`config.mk`:
```
export PLATFORM = sky130hd
export DESIGN_NAME = lcd_hd44780_responder_flat
export DESIGN_NICKNAME = d
export VERILOG_FILES = /design/src/rtl/lcd_hd44780_responder_if.sv /design/src/rtl/lcd_hd44780_responder.sv /design/src/flat_wrapper.sv
export SDC_FILE = /design/constraint.sdc
export NUM_CORES = 1
export LEC_CHECK = 0
export CORE_UTILIZATION = 45
export CTS_CLUSTER_SIZE = 20
export DETAILED_ROUTE_END_ITERATION = 8
export GPL_TIMING_DRIVEN = 0
export HOLD_SLACK_MARGIN = 0.1
export PLACE_DENSITY = 0.58
export RECOVER_POWER = 25
export SLEW_MARGIN = 40
export SYNTH_ARGS = -nofsm -noshare
export SYNTH_HDL_FRONTEND = slang
export SYNTH_SLANG_ARGS = --single-unit
```
`constraint.sdc`:
```
create_clock -name clk_50MHz -period 2.4 [get_ports clk_50MHz]
set_input_delay 0.36 -clock clk_50MHz [delete_from_list [all_inputs] [get_ports clk_50MHz]]
set_output_delay 0.36 -clock clk_50MHz [all_outputs]
set_load 0.05 [all_outputs]
```
`src/rtl/lcd_hd44780_responder_if.sv`:
```
// HD44780 parallel bus as seen on the pins: the controller drives, the responder listens.
interface lcd_hd44780_responder_if;
  logic [7:0] lcd_data;
  logic       lcd_rs;
  logic       lcd_en;
  logic       lcd_rw;

  modport master (output lcd_data, output lcd_rs, output lcd_en, output lcd_rw);
  modport slave  (input  lcd_data, input  lcd_rs, input  lcd_en, input  lcd_rw);
endinterface

```
`src/rtl/lcd_hd44780_responder.sv`:
```
// Behavioural HD44780 responder: init FSM, 32-entry DDRAM, busy timing and readback port.
// Define LCD_TIMING_CHECK_EN to flag strobes that arrive while the display is still busy.
module lcd_hd44780_responder #(
  parameter int BUSY_SHORT = 2000,
  parameter int BUSY_LONG  = 100000
) (
  input  logic                      clk_50MHz,
  input  logic                      reset_n,
  lcd_hd44780_responder_if.slave    lcd,
  input  logic [4:0]                rd_addr,
  output logic [7:0]                rd_char,
  output logic                      cmd_valid,
  output logic [7:0]                cmd_byte,
  output logic                      char_valid,
  output logic                      init_done,
  output logic                      display_on,
  output logic [4:0]                cursor,
  output logic                      busy,
  output logic                      timing_err
);

  localparam int CW = $clog2(BUSY_LONG + 1);

  typedef enum logic [2:0] {UNINIT, SEEN1, SEEN2, SEEN3, READY, CLEARING} state_t;

  state_t        state;
  logic [7:0]    ddram [32];
  logic [4:0]    clr_idx;
  logic          increment;
  logic [CW-1:0] busy_cnt;

  logic          en_s1, en_s2, en_s3;
  logic [7:0]    data_d1, data_d2;
  logic          rs_d1, rs_d2, rw_d1, rw_d2;

  logic          hold_valid, hold_rs;
  logic [7:0]    hold_data;

  logic          new_ev, ev_valid, ev_rs;
  logic [7:0]    ev_data;

  // Bus fields ride alongside the enable synchronizer so they line up with the strobe.
  always_ff @(posedge clk_50MHz or negedge reset_n) begin
    if (!reset_n) begin
      en_s1 <= 1'b0; en_s2 <= 1'b0; en_s3 <= 1'b0;
      data_d1 <= 8'h00; data_d2 <= 8'h00;
      rs_d1 <= 1'b0; rs_d2 <= 1'b0; rw_d1 <= 1'b0; rw_d2 <= 1'b0;
    end else begin
      en_s1 <= lcd.lcd_en;   en_s2 <= en_s1;     en_s3 <= en_s2;
      data_d1 <= lcd.lcd_data; data_d2 <= data_d1;
      rs_d1 <= lcd.lcd_rs;   rs_d2 <= rs_d1;
      rw_d1 <= lcd.lcd_rw;   rw_d2 <= rw_d1;
    end
  end

  assign new_ev   = en_s3 & ~en_s2 & ~rw_d2;
  // A strobe held over from a clear sweep takes priority over a fresh one.
  assign ev_valid = (state != CLEARING) && (hold_valid || new_ev);
  assign ev_rs    = hold_valid ? hold_rs   : rs_d2;
  assign ev_data  = hold_valid ? hold_data : data_d2;

  assign busy      = (busy_cnt != '0);
  assign init_done = (state == READY) || (state == CLEARING);

  always_ff @(posedge clk_50MHz or negedge reset_n) begin
    if (!reset_n) begin
      state      <= UNINIT;
      for (int i = 0; i < 32; i++) ddram[i] <= 8'h20;
      clr_idx    <= 5'd0;
      increment  <= 1'b1;
      busy_cnt   <= '0;
      cursor     <= 5'd0;
      display_on <= 1'b0;
      cmd_valid  <= 1'b0;
      cmd_byte   <= 8'h00;
      char_valid <= 1'b0;
      rd_char    <= 8'h20;
      hold_valid <= 1'b0;
      hold_rs    <= 1'b0;
      hold_data  <= 8'h00;
    end else begin
      cmd_valid  <= 1'b0;
      char_valid <= 1'b0;
      rd_char    <= ddram[rd_addr];
      if (busy_cnt != '0) busy_cnt <= busy_cnt - CW'(1);

      if (state == CLEARING) begin
        ddram[clr_idx] <= 8'h20;
        clr_idx        <= clr_idx + 5'd1;
        if (clr_idx == 5'd31) state <= READY;
        if (new_ev) begin
          hold_valid <= 1'b1;
          hold_rs    <= rs_d2;
          hold_data  <= data_d2;
        end
      end else begin
        if (hold_valid) begin
          hold_valid <= new_ev;
          hold_rs    <= rs_d2;
          hold_data  <= data_d2;
        end
        if (ev_valid) begin
          busy_cnt <= CW'(BUSY_SHORT);
          if (!ev_rs) begin
            cmd_valid <= 1'b1;
            cmd_byte  <= ev_data;
            case (state)
              UNINIT: if (ev_data == 8'h30) state <= SEEN1;
              SEEN1:  if (ev_data == 8'h30) state <= SEEN2;
              SEEN2:  if (ev_data == 8'h30) state <= SEEN3;
              SEEN3:  if (ev_data == 8'h38) state <= READY;
              READY: begin
                if (ev_data[7]) begin
                  cursor <= {ev_data[6], ev_data[3:0]};
                end else if (ev_data[6:4] == 3'b000) begin
                  if (ev_data[3]) begin
                    display_on <= ev_data[2];
                  end else if (ev_data[2]) begin
                    increment <= ev_data[1];
                  end else if (ev_data[1]) begin
                    cursor   <= 5'd0;
                    busy_cnt <= CW'(BUSY_LONG);
                  end else if (ev_data[0]) begin
                    state     <= CLEARING;
                    clr_idx   <= 5'd0;
                    cursor    <= 5'd0;
                    increment <= 1'b1;
                    busy_cnt  <= CW'(BUSY_LONG);
                  end
                end
              end
              default: ;
            endcase
          end else if (state == READY) begin
            ddram[cursor] <= ev_data;
            char_valid    <= 1'b1;
            cursor        <= increment ? cursor + 5'd1 : cursor - 5'd1;
          end
        end
      end
    end
  end

`ifdef LCD_TIMING_CHECK_EN
  always_ff @(posedge clk_50MHz or negedge reset_n) begin
    if (!reset_n)                 timing_err <= 1'b0;
    else if (ev_valid && busy)    timing_err <= 1'b1;
  end
`else
  assign timing_err = 1'b0;
`endif

endmodule

```
`src/flat_wrapper.sv`:
```
// flat-port wrapper written by rule: the top's interface ports become plain ports
module lcd_hd44780_responder_flat 
#(
  parameter int BUSY_SHORT = 2000,
  parameter int BUSY_LONG  = 100000
)
  (clk_50MHz, reset_n, rd_addr, rd_char, cmd_valid, cmd_byte, char_valid, init_done, display_on, cursor, busy, timing_err, lcd_lcd_data, lcd_lcd_rs, lcd_lcd_en, lcd_lcd_rw);
  lcd_hd44780_responder_if lcd_i ();
  input  logic clk_50MHz;
  input  logic reset_n;
  input  logic [4:0] rd_addr;
  output logic [7:0] rd_char;
  output logic cmd_valid;
  output logic [7:0] cmd_byte;
  output logic char_valid;
  output logic init_done;
  output logic display_on;
  output logic [4:0] cursor;
  output logic busy;
  output logic timing_err;
  input wire logic [$bits(lcd_i.lcd_data)-1:0] lcd_lcd_data;
  input wire logic [$bits(lcd_i.lcd_rs)-1:0] lcd_lcd_rs;
  input wire logic [$bits(lcd_i.lcd_en)-1:0] lcd_lcd_en;
  input wire logic [$bits(lcd_i.lcd_rw)-1:0] lcd_lcd_rw;
  assign lcd_i.lcd_data = lcd_lcd_data;
  assign lcd_i.lcd_rs = lcd_lcd_rs;
  assign lcd_i.lcd_en = lcd_lcd_en;
  assign lcd_i.lcd_rw = lcd_lcd_rw;
  lcd_hd44780_responder #(.BUSY_SHORT(BUSY_SHORT), .BUSY_LONG(BUSY_LONG)) u_core (.clk_50MHz(clk_50MHz), .reset_n(reset_n), .lcd(lcd_i), .rd_addr(rd_addr), .rd_char(rd_char), .cmd_valid(cmd_valid), .cmd_byte(cmd_byte), .char_valid(char_valid), .init_done(init_done), .display_on(display_on), .cursor(cursor), .busy(busy), .timing_err(timing_err));
endmodule
```
==> impl.org, run 1 <==
** Synthesis
- The commonest cells after synthesis are dfrtp_1 (305), nand2_1 (204), mux2i_1 (148), o21ai_0 (123), nand3_1 (108).
- Counting flops with an async set or reset pin after synthesis yields a share of 100%.
- The synthesized design contains between 300 and 400 register bits.
- In this run, synthesis inferred 0 flip-flops with an integrated enable.
- Synthesis produced a netlist whose cell count is 1373.
- The synthesized design spends more area on one cell type than any other, namely dfrtp_1.
- Syn Area/Cell :: about 12 um^2
- Counting every net in the synthesized netlist gives between 1000 and 1500.
- Summing the sequential cell areas from Yosys gives a little over half of the chip area.
- Sorting the synthesized cells by area gives the leading types as dfrtp_1 (47%), mux4_2 (11%), mux2i_1 (9.2%).
- Area of the mapped netlist :: around 0.016 mm^2
- Summed over its instances, the top area cell type makes up between 40 and 50% of the synthesized netlist area.
- Top-count cell post-synth :: dfrtp_1
- The most used flip-flop cell after synthesis is dfrtp_1.
- Cell variety after synth :: 67
- Number of warning messages in the yosys log :: 0

** Power
- The design draws 12.8 mW.
- For this design the ratio of total power to cell area is around 670 mW/mm^2.
- Static leakage :: approximately 7.9 nW
- Worst vdd rail ir drop :: around 650 uV

** Global routing
- The number of global-route vias before repair was between 10000 and 15000.
- Wire length of the first global-routing pass :: approximately 75 mm
- The number of antenna violations at the first check in global routing is 2.
- Overall fraction of global-route tracks in use :: between 20 and 30%
- Entering global routing, the biggest net connects 71 pins.
- Global route total overflow :: 0

** Route
- In the routed design, unresolved DRC markers number 0.
- Wire length per cell :: between 20 and 30 um
- The detail route stage leaves a number of antenna-violating nets equal to 0.
- Vias :: roughly 12000
- Ratio of routed vias to standard cells :: approximately 6.0
- Detailed-routing iteration count for the pre-antenna-repair pass :: 5
- Starting DRT DRC Count :: roughly 1100
- DRT Wirelength :: 49.3 mm

** Die
- Placeable core region :: between 0.03 and 0.04 mm^2
- Die area :: approximately 0.037 mm^2
- Height of the die :: roughly 190 um
- Once the floorplan was initialized, standard cells occupied 45.5% of the core.
- The die is roughly 190 um wide.
- Number of top-level pins :: 45
- In this run the core area contains 69 standard-cell rows.

** Cells and area
- Summing all multi-input logic gate instances after layout gives around 0.0074 mm^2.
- Post-synthesis to final-layout area growth :: 18.1%
- Share of post-route cells with drive strength above 1 :: 23.1%
- Final-layout fill cell count :: ~3000
- For this run, the share of the core covered by cells in the final layout is between 50 and 60%.
- The finished layout holds 1967 standard cells, fillers aside.
- For this run, the post-layout net count is 1505.
- In the final layout, flip-flops and latches occupy ~0.0085 mm^2.

** Worst setup path
- Of all nets on the critical path, the largest fanout is 8.
- In this run the worst setup path terminates at cursor[1].
- Critical path, cell by cell :: clkdlybuf4s50_1
- At the worst endpoint, the arrival time is roughly 2 ns.
- Worst stage delay on the critical path :: a little under 0.9 ns
- Reg-to-reg startpoint :: u_core.hold_valid
- Top delay family on crit path :: buffers and inverters
- Together, buffers and inverters on the worst path number 1.
- In this run the number of cells on the critical path is 1.
- The slowest stage of the critical path belongs to the cell clkdlybuf4s50_1.
- CP required :: roughly 2 ns
- The endpoint identified for the worst register-to-register timing path is u_core.cmd_byte[5].
- STA classifies the critical path startpoint as a flip-flop.
- By startpoint and endpoint, the worst setup path is classified as flip-flop to output pin.
- Category of the worst setup path capture point :: output pin
- Tracing the worst setup path back leads to its startpoint at u_core.cursor[1].
- Number of cells traversed by the worst register-to-register path :: 6
- FF-to-FF setup slack :: ~0.07 ns

** Run status
- Outcome :: finished, final reports clean

** STA
- Count of endpoints failing hold in the final timing report :: 0
- Summed over all failing endpoints, the final setup total negative slack is 0 ns.
- At the pin with the least slew margin, the transition time is about 0.9 ns.
- Final critical-path share of the clock period :: just under 100%
- The worst path in the final design needs a cycle of 2.36 ns, including I/O delays and setup.
- Relative max-transition margin :: 40.2%
- Final setup violation count :: 0
- Across the routed clock network, the largest skew measured is approximately 0.015 ns.
- On the final layout, the worst hold slack is approximately 0.33 ns.
- Max-slew violation count :: 0
- Timing would allow up to between 0.4 and 0.5 GHz.

** Clock network
- Clock edge transition at the registers on the reported setup and hold paths :: about 0.06 ns
- Counting along the longest clock path gives a buffer depth of 3.
- Clock tree synthesis selected as its root buffer the cell clkbuf_16.
- CTS tree :: built
- H-tree depth :: 2
- Number of sinks driven by the clock tree :: around 340
- At the later pin of the worst-skew pair, clock insertion delay measures 0.54 ns.
- TritonCTS created 38 clock buffers.

** Place
- Routability-driven placement finished with a final weighted congestion of between 0.9 and 1.
- Detailed placement ended at an HPWL of 33.5 mm.
- Cells after DPL :: roughly 1900
- Quantity of I/O buffers inserted on ports :: 38

** Run
- Max-cap viol count :: 0

** Hold path
- The tightest min-delay check is of the input pin to asynchronous set/reset pin type.
metrics by stage:
| stage | setup slack [ns] | instance area, um^2 |
|---|---|---|
| after floorplan | 0.164 | 16200 |
| after global placement | -14.04 | 17100 |
| after detailed placement | -0.643 | 17300 |
| after CTS | 0.00718 | 18900 |
| after global routing | -0.0121 | 19100 |
| final | 0.0415 | 19100 |
worst min-delay path by stage:
stage,endpoint,slack (ns),depth (start not counted)
after detailed placement,u_core.busy_cnt[0],0.32,1
after global placement,u_core.data_d2[6],0.33,0
after global routing,u_core.en_s2,0.35,0
final,u_core.busy_cnt[0],0.33,2
after floorplan,u_core.busy_cnt[0],0.06,0
after CTS,u_core.data_d1[1],0.25,1
per-layer routing:
layer  up-vias  GRT usage [%]  routed length (um)
li1       5168              -                   -
met1      6071           40.6               21900
met2       457           41.8               22000
met3        99           5.67                3780
met4         0           9.34                1570
met5         -              0                   0
power by group:
group | leakage, nW | switching (mW) | total (mW) | internal [mW]
combinational | 2.81 | 0.599 | 0.879 | 0.281
sequential | 4.50 | 0.0924 | 5.91 | 5.82
clock | 0.635 | 2.38 | 5.98 | 3.60
total | 7.94 | 3.07 | 12.8 | 9.70
logic make-up (layout without fill, tap and decap cells):
| kind of cell | Yosys count | in the layout | synth area share [%] |
|---|---|---|---|
| multiplexers | 252 | 252 | 22.0 |
| flip-flops | 339 | 339 | 52.8 |
| other | 1 | 2 | 0.0232 |
| XOR/XNOR | 13 | 13 | 0.705 |
| buffers and inverters | 106 | 238 | 2.89 |
| adder cells (fa/ha/maj) | 11 | 11 | 0.898 |
| AND/OR/NAND/NOR | 455 | 455 | 13.9 |
| AO/OA/AOI/OAI | 196 | 196 | 6.81 |
layout by cell type (no fill, tap or decap), drive strengths merged, types with 12 or more instances in the layout:
master	n
dfrtp	305
nand2	204
mux2i	148
o21ai	125
clkbuf	115
nand3	108
mux4	80
buf	64
a21oi	39
dfstp	34
nor2	33
mux2	24
clkdlybuf4s50	23
nor3b	21
nand2b	15
inv	13
dlygate4sd3	12
nor4	12
sequential cells by signal, indices dropped and copies added, names as in the netlist, 3 cells and up:
| name | flops |
|---|---|
| u_core.busy_cnt | 17 |
| u_core.clr_idx | 5 |
| u_core.cmd_byte | 8 |
| u_core.cursor | 5 |
| u_core.data_d1 | 8 |
| u_core.data_d2 | 8 |
| u_core.ddram | 256 |
| u_core.hold_data | 8 |
| u_core.rd_char | 8 |
| u_core.state | 3 |
area by class of cell:
cell class                 count  share of cell area, %
sequential                   339                   44.7
clock buffer                  59                   6.19
buffer                        89                   2.43
antenna                        1                 0.0131
inverter                      12                  0.236
clock inverter                10                  0.570
tap                          461                   3.02
multi-input combinational    928                   38.9
timing repair buffer          68                   3.91
what timing repair did:
action | CTS | global route
setup endpoints to repair | 265 | 191
pin swaps | 8 | 4
buffers inserted | 16 | 7
resized for setup | 43 | 59
hold buffers | 1 | 0
endpoints found under the hold margin | 53 | 0
cloned | 0 | 0
No activity file was read; power rests on OpenSTA's default activity.
==> inputs of run 2 (changes only) <==
--- a/config.mk
+++ b/config.mk
@@ -11,8 +11,7 @@
 export GPL_TIMING_DRIVEN = 0
 export HOLD_SLACK_MARGIN = 0.1
 export PLACE_DENSITY = 0.58
-export RECOVER_POWER = 25
-export SLEW_MARGIN = 40
+export RECOVER_POWER = 100
 export SYNTH_ARGS = -nofsm -noshare
 export SYNTH_HDL_FRONTEND = slang
 export SYNTH_SLANG_ARGS = --single-unit
==> run 2 against run 1 <==
The flow now finishes with violations (capacitance limit, slew limit, setup timing). Non-clock buffer count decreased by 7. Maximum frequency down 3.9%. Die area unchanged. Setup slack got worse by 0.095 ns. Count of clock-buffer cells in the layout rose by 7. Sequential power hardly changed. Clock power up 1%. Sequential share of layout area increased by 0.16 points. Clock skew is 0.0023 ns lower. Critical path depth rose by 5. Register-to-register slack got worse by 0.12 ns. Sequential cell count did not move. Largest power group unchanged.
==> impl.org, run 2 (same netlist as run 1, synthesis figures left out) <==
** STA
- The final-layout setup total negative slack came to -0.341 ns (-0.341 ns).
- Peak Freq :: 0.408 GHz (-3.9%)
- Setup repair after global routing could not meet its margin everywhere.
- Count of endpoints failing hold in the final timing report :: 0 (unchanged)
- The final setup violation count was 10 (+10).
- The slew of the pin with the lowest slew margin was 1.57 ns (+0.670 ns).
- The post-route clock period utilization came to 102% (+4.0 points).
- Minimum clock period after layout :: 2.45 ns (+0.0953 ns)
- The number of max-slew violations in the final report was 113 (+113).
- The final setup slack of the worst path is -0.0539 ns (-0.0953 ns).
- Maximum clock skew at final layout :: 0.0131 ns (-0.00234 ns)
- The worst max-slew margin expressed relative to the limit is -4.45% (-45 points).

** Worst setup path
- Traced cell by cell, the critical path runs through mux2i_1 -> clkbuf_2 -> nor4_4 -> nand2_1 -> clkbuf_1 -> o21ai_0.
- CP required :: 2.81 ns (+0.77 ns)
- STA classifies the critical path endpoint as a flip-flop.
- By startpoint and endpoint, the worst setup path is classified as flip-flop to flip-flop.
- The highest fanout seen on the critical path was 10 (+2).
- Startpoint types :: flip-flop
- The worst stage delay on the critical path came to 0.53 ns (-0.35 ns).
- On the critical path, the stage with the largest delay is an instance of mux2i_1.
- Data arrival time of the critical path :: 2.86 ns (+0.86 ns)
- The flop-to-flop setup slack came to -0.05 ns (-0.12 ns).

** Clock network
- The clock latency on the worst-skew pair is 0.56 ns (+0.02 ns).
- TritonCTS built the clock tree.
- The CTS buffer count came to 39 (+2.6%).
- The tree is rooted in a clkbuf_16.
- The clock sink count is 339 (unchanged).
- The number of levels the H-tree was split into was 2 (unchanged).
- The clock slew seen by the registers of the worst setup and hold paths is 0.06 ns (about the same).
- Worst-case clock buffer depth :: 3 (unchanged)

** Cells and area
- Final layout net count :: 1499 (-0.40%)
- Commonest non-fill, non-tap cells in the layout :: dfrtp_1 (305), nand2_1 (202), mux2i_1 (141), o21ai_0 (121), nand3_1 (106)
- Final-layout fill cell count :: 3033 (+0.43%)
- Number of flip-flops in the largest register :: 256 (unchanged)
- More flip-flops sit in one register than any other, and that register is u_core.ddram.
- The summed area of non-filler cells in the final layout came to 0.0190 mm^2 (-0.38%).
- Post-synthesis to final-layout area growth :: 17.6%
- The share of post-route cells with drive strength above 1 was 22.6% (-0.52 points).
- Largest registers :: u_core.ddram (256), u_core.busy_cnt (17)
- Most common cell after layout, fill and taps aside :: dfrtp_1

** Route
- Drc violations :: 0 (unchanged)
- The average wire per standard cell came to 25.1 um (+0.11%).
- The count of routing violations after the opening detailed-route iteration was 1135 (+5.3%).
- Number of nets with antenna violations after detailed routing :: 0 (unchanged)
- The number of detailed-routing iterations run before antenna repair is 5 (unchanged).
- The per-cell via count in the routed design was 5.98 (-0.20%).
- Vias :: 11700 (-0.45%)
- DRT Wirelength :: 49.2 mm (-0.14%)

** Global routing
- Met1 Usage GRT :: 40.2% (-0.42 points)
- The overall fraction of global-route tracks in use is 27.9% (-0.062 points).
- The met2 track demand over resource was 41.0% (-0.74 points).
- The global-route met3 utilization was 5.20% (-0.48 points).
- The residual overflow from global routing is 0 (unchanged).
- met2 is the most crowded layer.
- The number of global-route vias before repair was 11600 (-0.95%).
- Largest net degree at the start of global routing :: 116 (+63%)
- The global-route wire length before repair is 74.4 mm (-0.78%).
- Initial antenna violation count :: 4 (+2)

** Die
- The site row count came to 69 (unchanged).
- Die area :: 0.0367 mm^2 (unchanged)
- Width of the die :: 191 um (unchanged)
- The count of pins on the block boundary is 45 (unchanged).
- Height of the die :: 191 um (unchanged)
- The effective utilization at floorplan was 45.5% (unchanged).
- Placeable core region :: 0.0355 mm^2 (unchanged)

** Run status
- The flow ran to the end, but the final reports show violations.
- Violated checks :: capacitance limit, slew limit, setup timing

** Power
- Worst vdd rail ir drop :: 622 uV (-4.6%)
- The power share of the clock group came to 47.1% (+0.3 points).
- The internal power consumption came to 9.74 mW (+0.37%).
- The switching power summed over all nets was 3.10 mW (+0.85%).
- The sequential power share is 46.1% (-0.2 points).
- Switching Fraction :: 24.1% (+0.086 points)
- The leakage power of the design was 7.88 nW (-0.85%).
- Ratio of total power to cell area :: 675 mW/mm^2 (+0.87%)
- The logic gate share of total power is 6.8% (about the same).

** Run
- The number of maximum-capacitance constraint violations came to 1 (+1).

** Hold path
- The worst hold path belongs to the class flip-flop to flip-flop.

** Place
- Quantity of I/O buffers inserted on ports :: 38 (unchanged)
- The routability congestion estimate was 0.902 (unchanged).
- The total placed instance area is 0.0172 mm^2 (-0.81%).
- HPWL Detailed :: 32.9 mm (-1.7%)
[run 2: layer usage]
metal	wire length, um	share of wire, %	vias up
met5	0	0	-
met4	1950	4.0	0
met3	3860	7.8	108
met2	21800	44	462
met1	21600	44	6016
li1	-	-	5156
[run 2: layout make-up]
| class | instances | area, um^2 | area share, % |
|---|---|---|---|
| tap | 461 | 577 | 3.03 |
| timing repair buffer | 60 | 616 | 3.24 |
| multi-input combinational | 928 | 7460 | 39.2 |
| sequential | 339 | 8530 | 44.9 |
| clock inverter | 5 | 52.6 | 0.276 |
| inverter | 12 | 45.0 | 0.237 |
| clock buffer | 66 | 1250 | 6.58 |
| buffer | 90 | 482 | 2.53 |
| antenna | 1 | 2.50 | 0.0132 |
[run 2: through the flow]
stage               setup slack, ns  hold WS [ns]  std cells  total power [mW]  utilization [%]
floorplan                     0.164        0.0644       1373              6.45                -
global placement             -14.04         0.333       1872              6.84             48.2
detailed placement           -0.642         0.335       1874              6.85             48.4
CTS                          -0.291         0.223       1949              12.9             52.7
global route                 -0.140         0.344       1961              13.2             53.6
finish                      -0.0539         0.343       1962              12.8             53.6
[run 2: path summary, 6_finish.rpt]
path                                    from            endpoint  depth (start not counted)
max                        u_core.hold_valid   u_core.ddram[248]                          6
min                        u_core.data_d1[5]   u_core.data_d2[5]                          0
max reg2reg                u_core.hold_valid   u_core.ddram[248]                          6
min reg2reg                u_core.data_d1[5]   u_core.data_d2[5]                          0
max in group asynchronous            reset_n   u_core.ddram[122]                          3
min in group asynchronous            reset_n  u_core.busy_cnt[1]                          2
[run 2: timing repair]
| action | in CTS | in global routing |
|---|---|---|
| buffers inserted | 6 | 13 |
| endpoints found under the setup margin | 280 | 236 |
| pin swaps | 6 | 6 |
| hold buffers | 1 | 0 |
| gates resized for setup | 59 | 75 |
| endpoints found under the hold margin | 106 | 0 |
[run 2: critical path, delay by kind of cell (launching register included)]
kind	cells	cell delay (ns)
AO/OA/AOI/OAI	1	0.14
buffers and inverters	2	0.82
flip-flops	1	0.42
multiplexers	1	0.53
AND/OR/NAND/NOR	2	0.39
[run 2: power groups by stage]
stage	Combinational, mW	Sequential (mW)	Clock, mW
6_report	0.878	5.92	6.04
5_1_grt	0.951	5.92	6.34
4_1_cts	0.862	5.91	6.13
3_5_place_dp	0.843	6.00	0
3_3_place_gp	0.822	6.01	0
2_1_floorplan	0.369	6.08	0
